## src/rtl/cache_line_sel.sv

```systemverilog
// cache_line_sel: registered one-hot line selector with a sequential flush sweep.
// Decodes an IDX_W-bit line index into a DEPTH-wide one-hot select (1-cycle latency).
// On sweep_req it walks every line 0..DEPTH-1, one per cycle, then pulses sweep_done.
// Optional feature macro: CACHE_LINE_SEL_ERR_EN enables the sticky out-of-range flag
// on err; without it err is tied low.
module cache_line_sel #(
   parameter int IDX_W = 7,
   parameter int DEPTH = 128
) (
   input  logic             clk,
   input  logic             rst,
   input  logic             in_vld,
   input  logic [IDX_W-1:0] in_idx,
   input  logic             sweep_req,
   output logic             out_vld,
   output logic [DEPTH-1:0] out_sel,
   output logic [IDX_W-1:0] out_idx,
   output logic             sweep_busy,
   output logic             sweep_done,
   output logic             err
);

   // Counter is one bit wider than the index so it can hold DEPTH itself.
   localparam logic [IDX_W:0] DEPTH_C = (IDX_W+1)'(DEPTH);
   localparam logic [IDX_W:0] CNT_ONE = (IDX_W+1)'(1);
   localparam logic [IDX_W:0] CNT_ZERO = (IDX_W+1)'(0);

   typedef enum logic [1:0] {
      ST_IDLE  = 2'd0,
      ST_SWEEP = 2'd1,
      ST_DONE  = 2'd2
   } state_e;

   state_e           state_q;
   logic [IDX_W:0]   cnt_q;
   logic             out_vld_q;
   logic [DEPTH-1:0] out_sel_q;
   logic [IDX_W-1:0] out_idx_q;
   logic             sweep_done_q;
   logic             in_oor_d;
   logic             accept_idle_d;

   // One-hot decode of a (possibly out-of-range) line number; no bit set when idx >= DEPTH.
   function automatic logic [DEPTH-1:0] onehot(input logic [IDX_W:0] idx);
      logic [DEPTH-1:0] sel;
      sel = '0;
      for (int i = 0; i < DEPTH; i++) begin
         sel[i] = (idx == (IDX_W+1)'(i));
      end
      return sel;
   endfunction

   assign in_oor_d      = ({1'b0, in_idx} >= DEPTH_C);
   assign accept_idle_d = (state_q == ST_IDLE) || (state_q == ST_DONE);

   // Main FSM: decode requests in IDLE/DONE, walk lines in SWEEP; all outputs registered.
   always_ff @(posedge clk or posedge rst) begin
      if (rst) begin
         state_q      <= ST_IDLE;
         cnt_q        <= CNT_ZERO;
         out_vld_q    <= 1'b0;
         out_sel_q    <= '0;
         out_idx_q    <= '0;
         sweep_done_q <= 1'b0;
      end else begin
         case (state_q)
            ST_IDLE, ST_DONE: begin
               sweep_done_q <= 1'b0;
               if (sweep_req) begin
                  // Sweep wins over a simultaneous decode; the decode is dropped.
                  state_q   <= ST_SWEEP;
                  out_sel_q <= onehot(CNT_ZERO);
                  out_idx_q <= '0;
                  out_vld_q <= 1'b1;
                  cnt_q     <= CNT_ONE;
               end else begin
                  state_q <= ST_IDLE;
                  if (in_vld) begin
                     out_vld_q <= 1'b1;
                     out_idx_q <= in_idx;
                     if (in_oor_d) begin
                        out_sel_q <= '0;
                     end else begin
                        out_sel_q <= onehot({1'b0, in_idx});
                     end
                  end else begin
                     out_vld_q <= 1'b0;
                  end
               end
            end
            ST_SWEEP: begin
               if (cnt_q < DEPTH_C) begin
                  out_sel_q <= onehot(cnt_q);
                  out_idx_q <= cnt_q[IDX_W-1:0];
                  out_vld_q <= 1'b1;
                  cnt_q     <= cnt_q + CNT_ONE;
               end else begin
                  // Last line already presented; counter parks at DEPTH.
                  out_vld_q    <= 1'b0;
                  sweep_done_q <= 1'b1;
                  state_q      <= ST_DONE;
               end
            end
            default: begin
               state_q      <= ST_IDLE;
               out_vld_q    <= 1'b0;
               sweep_done_q <= 1'b0;
            end
         endcase
      end
   end

`ifdef CACHE_LINE_SEL_ERR_EN
   logic err_q;

   // Sticky flag: set by any accepted out-of-range decode, cleared only by reset.
   always_ff @(posedge clk or posedge rst) begin
      if (rst) begin
         err_q <= 1'b0;
      end else if (accept_idle_d && !sweep_req && in_vld && in_oor_d) begin
         err_q <= 1'b1;
      end else begin
         err_q <= err_q;
      end
   end

   assign err = err_q;
`else
   assign err = 1'b0;
`endif

   assign out_vld    = out_vld_q;
   assign out_sel    = out_sel_q;
   assign out_idx    = out_idx_q;
   assign sweep_done = sweep_done_q;
   assign sweep_busy = (state_q == ST_SWEEP);

endmodule

```

## config.mk

```make
export PLATFORM = sky130hd
export DESIGN_NAME = cache_line_sel
export DESIGN_NICKNAME = d
export VERILOG_FILES = /design/src/rtl/cache_line_sel.sv
export SDC_FILE = /design/constraint.sdc
export NUM_CORES = 1
export LEC_CHECK = 0
export CELL_PAD_IN_SITES_DETAIL_PLACEMENT = 1
export CELL_PAD_IN_SITES_GLOBAL_PLACEMENT = 1
export CORE_ASPECT_RATIO = 2
export CORE_MARGIN = 4
export CORE_UTILIZATION = 43
export DETAILED_ROUTE_END_ITERATION = 7
export PLACE_DENSITY_LB_ADDON = 0.1
export SYNTH_ARGS = -nofsm -noshare
export SYNTH_HDL_FRONTEND = slang
export SYNTH_SLANG_ARGS = --single-unit
export TNS_END_PERCENT = 1
```

## constraint.sdc

```tcl
create_clock -name clk -period 13.5 [get_ports clk]
set_input_delay 2.7 -clock clk [delete_from_list [all_inputs] [get_ports clk]]
set_output_delay 2.7 -clock clk [all_outputs]
set_load 0.005 [all_outputs]
```

==> impl_metrics.json, run 1 <==
{
  "outcome": "finished, final reports clean",
  "nets": 781,
  "finalMaxSlewViolations": 0,
  "die_h_um": 191,
  "clock_tree.root_cell": "sky130_fd_sc_hd__clkbuf_16",
  "synth.top_cells.by_area": "sky130_fd_sc_hd__dfrtp_1 51%, sky130_fd_sc_hd__o221ai_1 14%, sky130_fd_sc_hd__o21a_1 12%",
  "grt_util_all_layers_pct": 28.0,
  "totalNegativeSetupSlack_ns": 0,
  "drt_iter0_drc": 308,
  "detailedRoute.firstPassIterationCount": 5,
  "yosysUniqueCellTypes": 46,
  "synth-main-ff-cell": "sky130_fd_sc_hd__dfrtp_1",
  "drt-vias-per-instance": 6.56,
  "postCtsHoldBufs": 0,
  "max-vdd-ir-drop_mv": 0.130,
  "routed_wl_mm": 26.2,
  "number_of_instances_in_the_synthesized_netlist": 674,
  "placed_instance_area_um2": 8600,
  "postSynth.asyncResetShare_pct": 100,
  "fin_worst_skew_ns": 0.00680,
  "core_region_area_um2": 16400,
  "worst_setup_path_start_kind": "primary input",
  "register_area_um2": 3680,
  "criticalPathCategory": "in -> reg",
  "standard_cell_row_count": 66,
  "count_of_state_elements_after_synthesis": 147,
  "grt_overflow": 0,
  "grt_start_max_net_pins": 137,
  "gp_routability_congestion": 0.878,
  "antenna_violations_before_repair": 0,
  "synth.most_common_cell": "sky130_fd_sc_hd__dfrtp_1",
  "cell_accounting_for_the_most_synthesized_area": "sky130_fd_sc_hd__dfrtp_1",
  "clock-sinks": 147,
  "drc_errors": 0,
  "avgRoutedWirePerCell_um": 26.6,
  "power_density_nw_per_um2": 251,
  "post-layout-total-power_w": 0.00230,
  "synth.net_count": 689,
  "synth.top_cell.area_share_pct": 51.2,
  "clock_insertion_delay_worst_skew_ns": 0.43,
  "terminating_pin_of_the_worst_hold_path": "out_sel[64]",
  "worst_hold_path.num_cells": 1,
  "achievable-frequency_mhz": 166,
  "drv_cap": 0,
  "rsz0062_at_grt": "no",
  "synth-edff-count": 0,
  "syn_area_um2": 7190,
  "multi_input_comb_area_um2": 3120,
  "synth_seq_area_share_pct": 51.2,
  "cts_tree": "yes",
  "syn_area_per_cell_um2": 10.7,
  "dieArea_um2": 19000,
  "finish.instance_area_um2": 9180,
  "synth.top_cells.by_count": "147 x sky130_fd_sc_hd__dfrtp_1, 115 x sky130_fd_sc_hd__o21a_1, 112 x sky130_fd_sc_hd__o221ai_1, 39 x sky130_fd_sc_hd__clkbuf_1, 34 x sky130_fd_sc_hd__nor2_1",
  "cp_max_fo": 136,
  "first_global_vias": 6826,
  "layout.cells.non_filler": 982,
  "ant_nets": 0,
  "dp.final_hpwl_mm": 18.3,
  "io_pins": 150,
  "grt_pass1_wl_mm": 40.4,
  "ff2ff_path_depth": 6,
  "pre_cts_ws_ns": 7.15,
  "min-delay-path-class": "reg -> reg",
  "place.detailed.instances": 951,
  "antenna_cells_inserted": 0,
  "worstSetupEndpointType": "flip-flop",
  "numPortBuffers": 148,
  "die_w_um": 99.4,
  "worst_r2r_endpoint": "out_sel[108]",
  "cts_max_path_buffers": 2,
  "clk_pin_slew_worst_setup_hold_paths_ns": 0.06,
  "drive_gt1_share_pct": 6.17,
  "min_from": "out_sel[64]",
  "filler_cell_count": 1741,
  "post-cts-setup-buffer-count": 0,
  "cts.repair.resized": 0,
  "slew_headroom_pct": 16.5,
  "count_of_endpoints_failing_hold_in_the_final_timing_report": 0,
  "worst_slack_ns": 7.47,
  "finalSetupViolations": 0,
  "reg2reg_from": "state_q[0]",
  "timing.critical_path.arrival_ns": 6.35,
  "max_slew.worst_pin.slew_ns": 1.25,
  "setup.reg_to_reg.worst_slack_ns": 9.75,
  "area_growth_syn_to_layout_pct": 27.7,
  "p_leak_nw": 3.78,
  "post-route-period-util_pct": 44.7,
  "initial_utilization_pct": 44.0,
  "numCtsBuffers": 17,
  "cp_data_required_time_ns": 13.81,
  "layout_min_cycle_time_ns": 6.03,
  "cts_max_level": 4,
  "vias": 6445,
  "yosys_warnings": 0
}
-- worst max-delay path: stages --
cell and delay (ns):
sky130_fd_sc_hd__clkdlybuf4s50_1 0.85, sky130_fd_sc_hd__nand2b_1 0.22, sky130_fd_sc_hd__o221ai_4 0.11, sky130_fd_sc_hd__buf_4 0.70, sky130_fd_sc_hd__buf_4 1.06, sky130_fd_sc_hd__o221ai_1 0.40, sky130_fd_sc_hd__o21a_1 0.22
-- cell type report --
type,count,area share (%)
Clock buffer,18,4.78
Clock inverter,13,1.49
Inverter,10,0.463
Multi-Input combinational cell,438,34.0
Sequential cell,147,40.1
Tap cell,204,2.78
Timing Repair Buffer,152,16.5
-- cells in the final DEF (no fill, tap or decap), types with 2 or more instances in the layout --
cell type                         instances
sky130_fd_sc_hd__nor2b_1                  6
sky130_fd_sc_hd__nand3_2                  5
sky130_fd_sc_hd__a2bb2o_1                 2
sky130_fd_sc_hd__and3_1                   2
sky130_fd_sc_hd__o311ai_0                 4
sky130_fd_sc_hd__buf_4                    4
sky130_fd_sc_hd__nand2b_1                 8
sky130_fd_sc_hd__inv_1                    6
sky130_fd_sc_hd__and2_1                   3
sky130_fd_sc_hd__mux2_2                   2
sky130_fd_sc_hd__clkdlybuf4s50_1        148
sky130_fd_sc_hd__ha_1                     4
sky130_fd_sc_hd__o21a_1                 115
sky130_fd_sc_hd__or4_1                    4
sky130_fd_sc_hd__nand4_1                  2
sky130_fd_sc_hd__or3_1                    5
sky130_fd_sc_hd__nand2_1                 33
sky130_fd_sc_hd__a31oi_1                  4
sky130_fd_sc_hd__clkbuf_16               17
sky130_fd_sc_hd__bufinv_16                2
sky130_fd_sc_hd__clkinv_4                 4
sky130_fd_sc_hd__o21ai_0                  4
sky130_fd_sc_hd__a22oi_1                 12
sky130_fd_sc_hd__clkinv_2                 5
sky130_fd_sc_hd__dfrtp_1                147
sky130_fd_sc_hd__nand3_1                 27
sky130_fd_sc_hd__a2bb2oi_1                2
sky130_fd_sc_hd__nand4b_1                 8
sky130_fd_sc_hd__nor2_1                  34
sky130_fd_sc_hd__nor4_1                   2
sky130_fd_sc_hd__a21oi_1                 18
sky130_fd_sc_hd__o221ai_1               112
sky130_fd_sc_hd__inv_6                    2
sky130_fd_sc_hd__nor3b_1                  3
sky130_fd_sc_hd__clkinv_1                 2
sky130_fd_sc_hd__nor4_4                   2
sky130_fd_sc_hd__nor3_1                   6
-- logic make-up (layout without fill, tap and decap cells) --
| logic type | Yosys count | in the layout | synth area share [%] |
|---|---|---|---|
| compound gates | 276 | 276 | 30.3 |
| xor+xnor | 2 | 2 | 0.244 |
| fa+ha+maj | 4 | 4 | 0.696 |
| buf+inv | 89 | 193 | 5.62 |
| flops | 147 | 147 | 51.2 |
| mux | 2 | 2 | 0.313 |
| other cells | 1 | 1 | 0.0522 |
| simple gates | 153 | 153 | 11.6 |
-- state kept, by name (all words and copies together), names as in the netlist --
signal,count
sweep_done,1
out_sel,128
out_vld,1
cnt_q,8
out_idx,7
state_q,2
-- stage by stage --
stage,utilization (%),hold slack (ns)
6_report,56.1,0.490
5_1_grt,56.1,0.509
4_1_cts,56.1,0.496
3_5_place_dp,52.6,0.479
3_3_place_gp,52.6,0.472
2_1_floorplan,-,0.483
-- worst max path at each step --
stage	depth (start not counted)	endpoint	from
after floorplan	1	cnt_q[0]	rst
after global placement	7	out_sel[115]	sweep_req
after detailed placement	7	out_sel[102]	sweep_req
after CTS	7	out_sel[108]	sweep_req
after global routing	7	out_sel[102]	sweep_req
final	7	out_sel[108]	sweep_req
-- power by group --
| group | switching, W | internal, W | total (W) |
|---|---|---|---|
| Sequential | 0.000149 | 0.000624 | 0.000773 |
| Clock | 0.000193 | 0.000276 | 0.000469 |
| Combinational | 0.000536 | 0.000524 | 0.00106 |
| Total | 0.000878 | 0.00142 | 0.00230 |
-- routing by layer --
| layer | track usage (%) | vias up | part of all wire [%] |
|---|---|---|---|
| met5 | 0 | - | 0 |
| met4 | 14.8 | 0 | 5.0 |
| met3 | 4.65 | 66 | 4.7 |
| met2 | 50.6 | 264 | 55 |
| met1 | 30.9 | 3337 | 35 |
| li1 | - | 2778 | - |
Power figures use the tool's default switching activity.
==> run 2, diff against run 1 <==
- CORE_UTILIZATION: 43 -> 40
- clock period: 13.5 -> 6.3 ns (I/O delays scaled with it)
==> run 2 against run 1 <==
  * Largest cell class unchanged
  * First-iteration DRC count rose by 38%
  * Total power rose by 120%
  * Register-to-register slack got worse by 6.7 ns
==> impl_metrics.json, run 2 (synthesis results as in run 1) <==
{
  "detailedRoute.firstPassIterationCount": 5,
  "vias": 6386,
  "grt_util_all_layers_pct": 26.7,
  "totalNegativeSetupSlack_ns": 0,
  "cell_breakdown_of_the_critical_path": "nand2b_1, inv_2, clkdlybuf4s50_1",
  "gp_routability_congestion": 0.906,
  "min-delay-path-class": "reg -> reg",
  "postCtsHoldBufs": 0,
  "drv_cap": 0,
  "post-route-period-util_pct": 64.4,
  "grt_overflow": 0,
  "clock-sinks": 147,
  "io_pins": 150,
  "drt-vias-per-instance": 6.44,
  "cts_tree": "yes",
  "critPathMaxStageDelay_ns": 0.78,
  "numPortBuffers": 148,
  "count_of_endpoints_failing_hold_in_the_final_timing_report": 0,
  "dieArea_um2": 20300,
  "antenna_cells_inserted": 0,
  "nets": 780,
  "slew_headroom_pct": 18.7,
  "ff2ff_path_depth": 5,
  "power_density_nw_per_um2": 543,
  "achievable-frequency_mhz": 246,
  "filler_cell_count": 1867,
  "outcome": "finished, final reports clean",
  "cts.repair.resized": 0,
  "p_leak_nw": 3.81,
  "max_slew.worst_pin.slew_ns": 1.22,
  "cp_max_fo": 41,
  "fin_worst_skew_ns": 0.0107,
  "largest_register_ff_count": 128,
  "worst_hold_path.num_cells": 1,
  "clock_insertion_delay_worst_skew_ns": 0.43,
  "area_growth_syn_to_layout_pct": 28.9,
  "criticalPathCategory": "reg -> out",
  "rsz0062_at_grt": "no",
  "post-cts-setup-buffer-count": 0,
  "standard_cell_row_count": 69,
  "first_global_vias": 6797,
  "numCtsBuffers": 17,
  "max-vdd-ir-drop_mv": 0.264,
  "timing.critical_path.arrival_ns": 2.80,
  "cp_data_required_time_ns": 5.04,
  "layout_min_cycle_time_ns": 4.06,
  "min_from": "out_sel[41]",
  "avgRoutedWirePerCell_um": 26.8,
  "worstSetupEndpointType": "output pin",
  "die_h_um": 198,
  "layout_common_cells": "148 x sky130_fd_sc_hd__clkdlybuf4s50_1, 147 x sky130_fd_sc_hd__dfrtp_1, 115 x sky130_fd_sc_hd__o21a_1",
  "clock_tree.root_cell": "sky130_fd_sc_hd__clkbuf_16",
  "cts_max_level": 4,
  "initial_utilization_pct": 40.6,
  "clk_pin_slew_worst_setup_hold_paths_ns": 0.06,
  "dp.final_hpwl_mm": 18.6,
  "cts_max_path_buffers": 2,
  "drive_gt1_share_pct": 5.78,
  "worst_setup_path_start_kind": "flip-flop",
  "finalMaxSlewViolations": 0,
  "holdWs_ns": 0.486,
  "grt_pass1_wl_mm": 40.2,
  "die_w_um": 103,
  "grt_start_max_net_pins": 129,
  "antenna_violations_before_repair": 0,
  "drt_iter0_drc": 425,
  "ant_nets": 0,
  "critical_path.startpoint": "state_q[0]",
  "reg2reg_from": "state_q[0]",
  "routed_wl_mm": 26.5,
  "core_region_area_um2": 17700,
  "most_common_cell_after_layout_fill_and_taps_aside": "sky130_fd_sc_hd__clkdlybuf4s50_1",
  "cp_max_delay_cell": "sky130_fd_sc_hd__inv_2",
  "drc_errors": 0,
  "finalSetupViolations": 0
}
-- run 2: critical path: cells and delay by family (launching register included) --
kind	cells	cell delay [ns]
buf+inv	2	1.42
flops	1	0.48
simple gates	1	0.46
-- run 2: layout make-up --
type | instances | area, um2 | area share, %
Tap cell | 213 | 267 | 2.88
Clock inverter | 9 | 151 | 1.63
Inverter | 10 | 42.5 | 0.459
Timing Repair Buffer | 151 | 1530 | 16.5
Multi-Input combinational cell | 438 | 3120 | 33.6
Sequential cell | 147 | 3680 | 39.7
Clock buffer | 23 | 478 | 5.16
-- run 2: final timing paths --
kind | to | slack (ns)
min reg2reg | out_sel[41] | 0.49
max | sweep_busy | 2.24
min | out_sel[41] | 0.49
min in group asynchronous | out_sel[45] | 1.38
max reg2reg | out_sel[72] | 3.06
max in group asynchronous | out_sel[108] | 3.64
-- run 2: report_power, final --
group          internal, W  switching [W]
logic              0.00113        0.00115
registers          0.00134       0.000315
clock network     0.000693       0.000403
total              0.00316        0.00187
-- run 2: routing by layer --
layer  GRT usage (%)  share of wire (%)  up-vias
met5               0                  0        -
li1                -                  -     2786
met2            47.8                 56      237
met1            29.2                 34     3285
met4            14.3                5.2        0
met3            4.45                4.4       78
-- run 2: stage by stage --
stage	total power, W	instance area [um2]	setup slack, ns	instances	utilization [%]
final	0.00503	9260	2.24	991	52.3
after global routing	0.00532	9260	2.12	991	52.3
after CTS	0.00507	9260	2.27	991	52.3
after detailed placement	0.00395	8630	2.38	959	48.8
after global placement	0.00387	8630	2.50	959	48.8
after floorplan	0.00279	7190	1.09	674	-
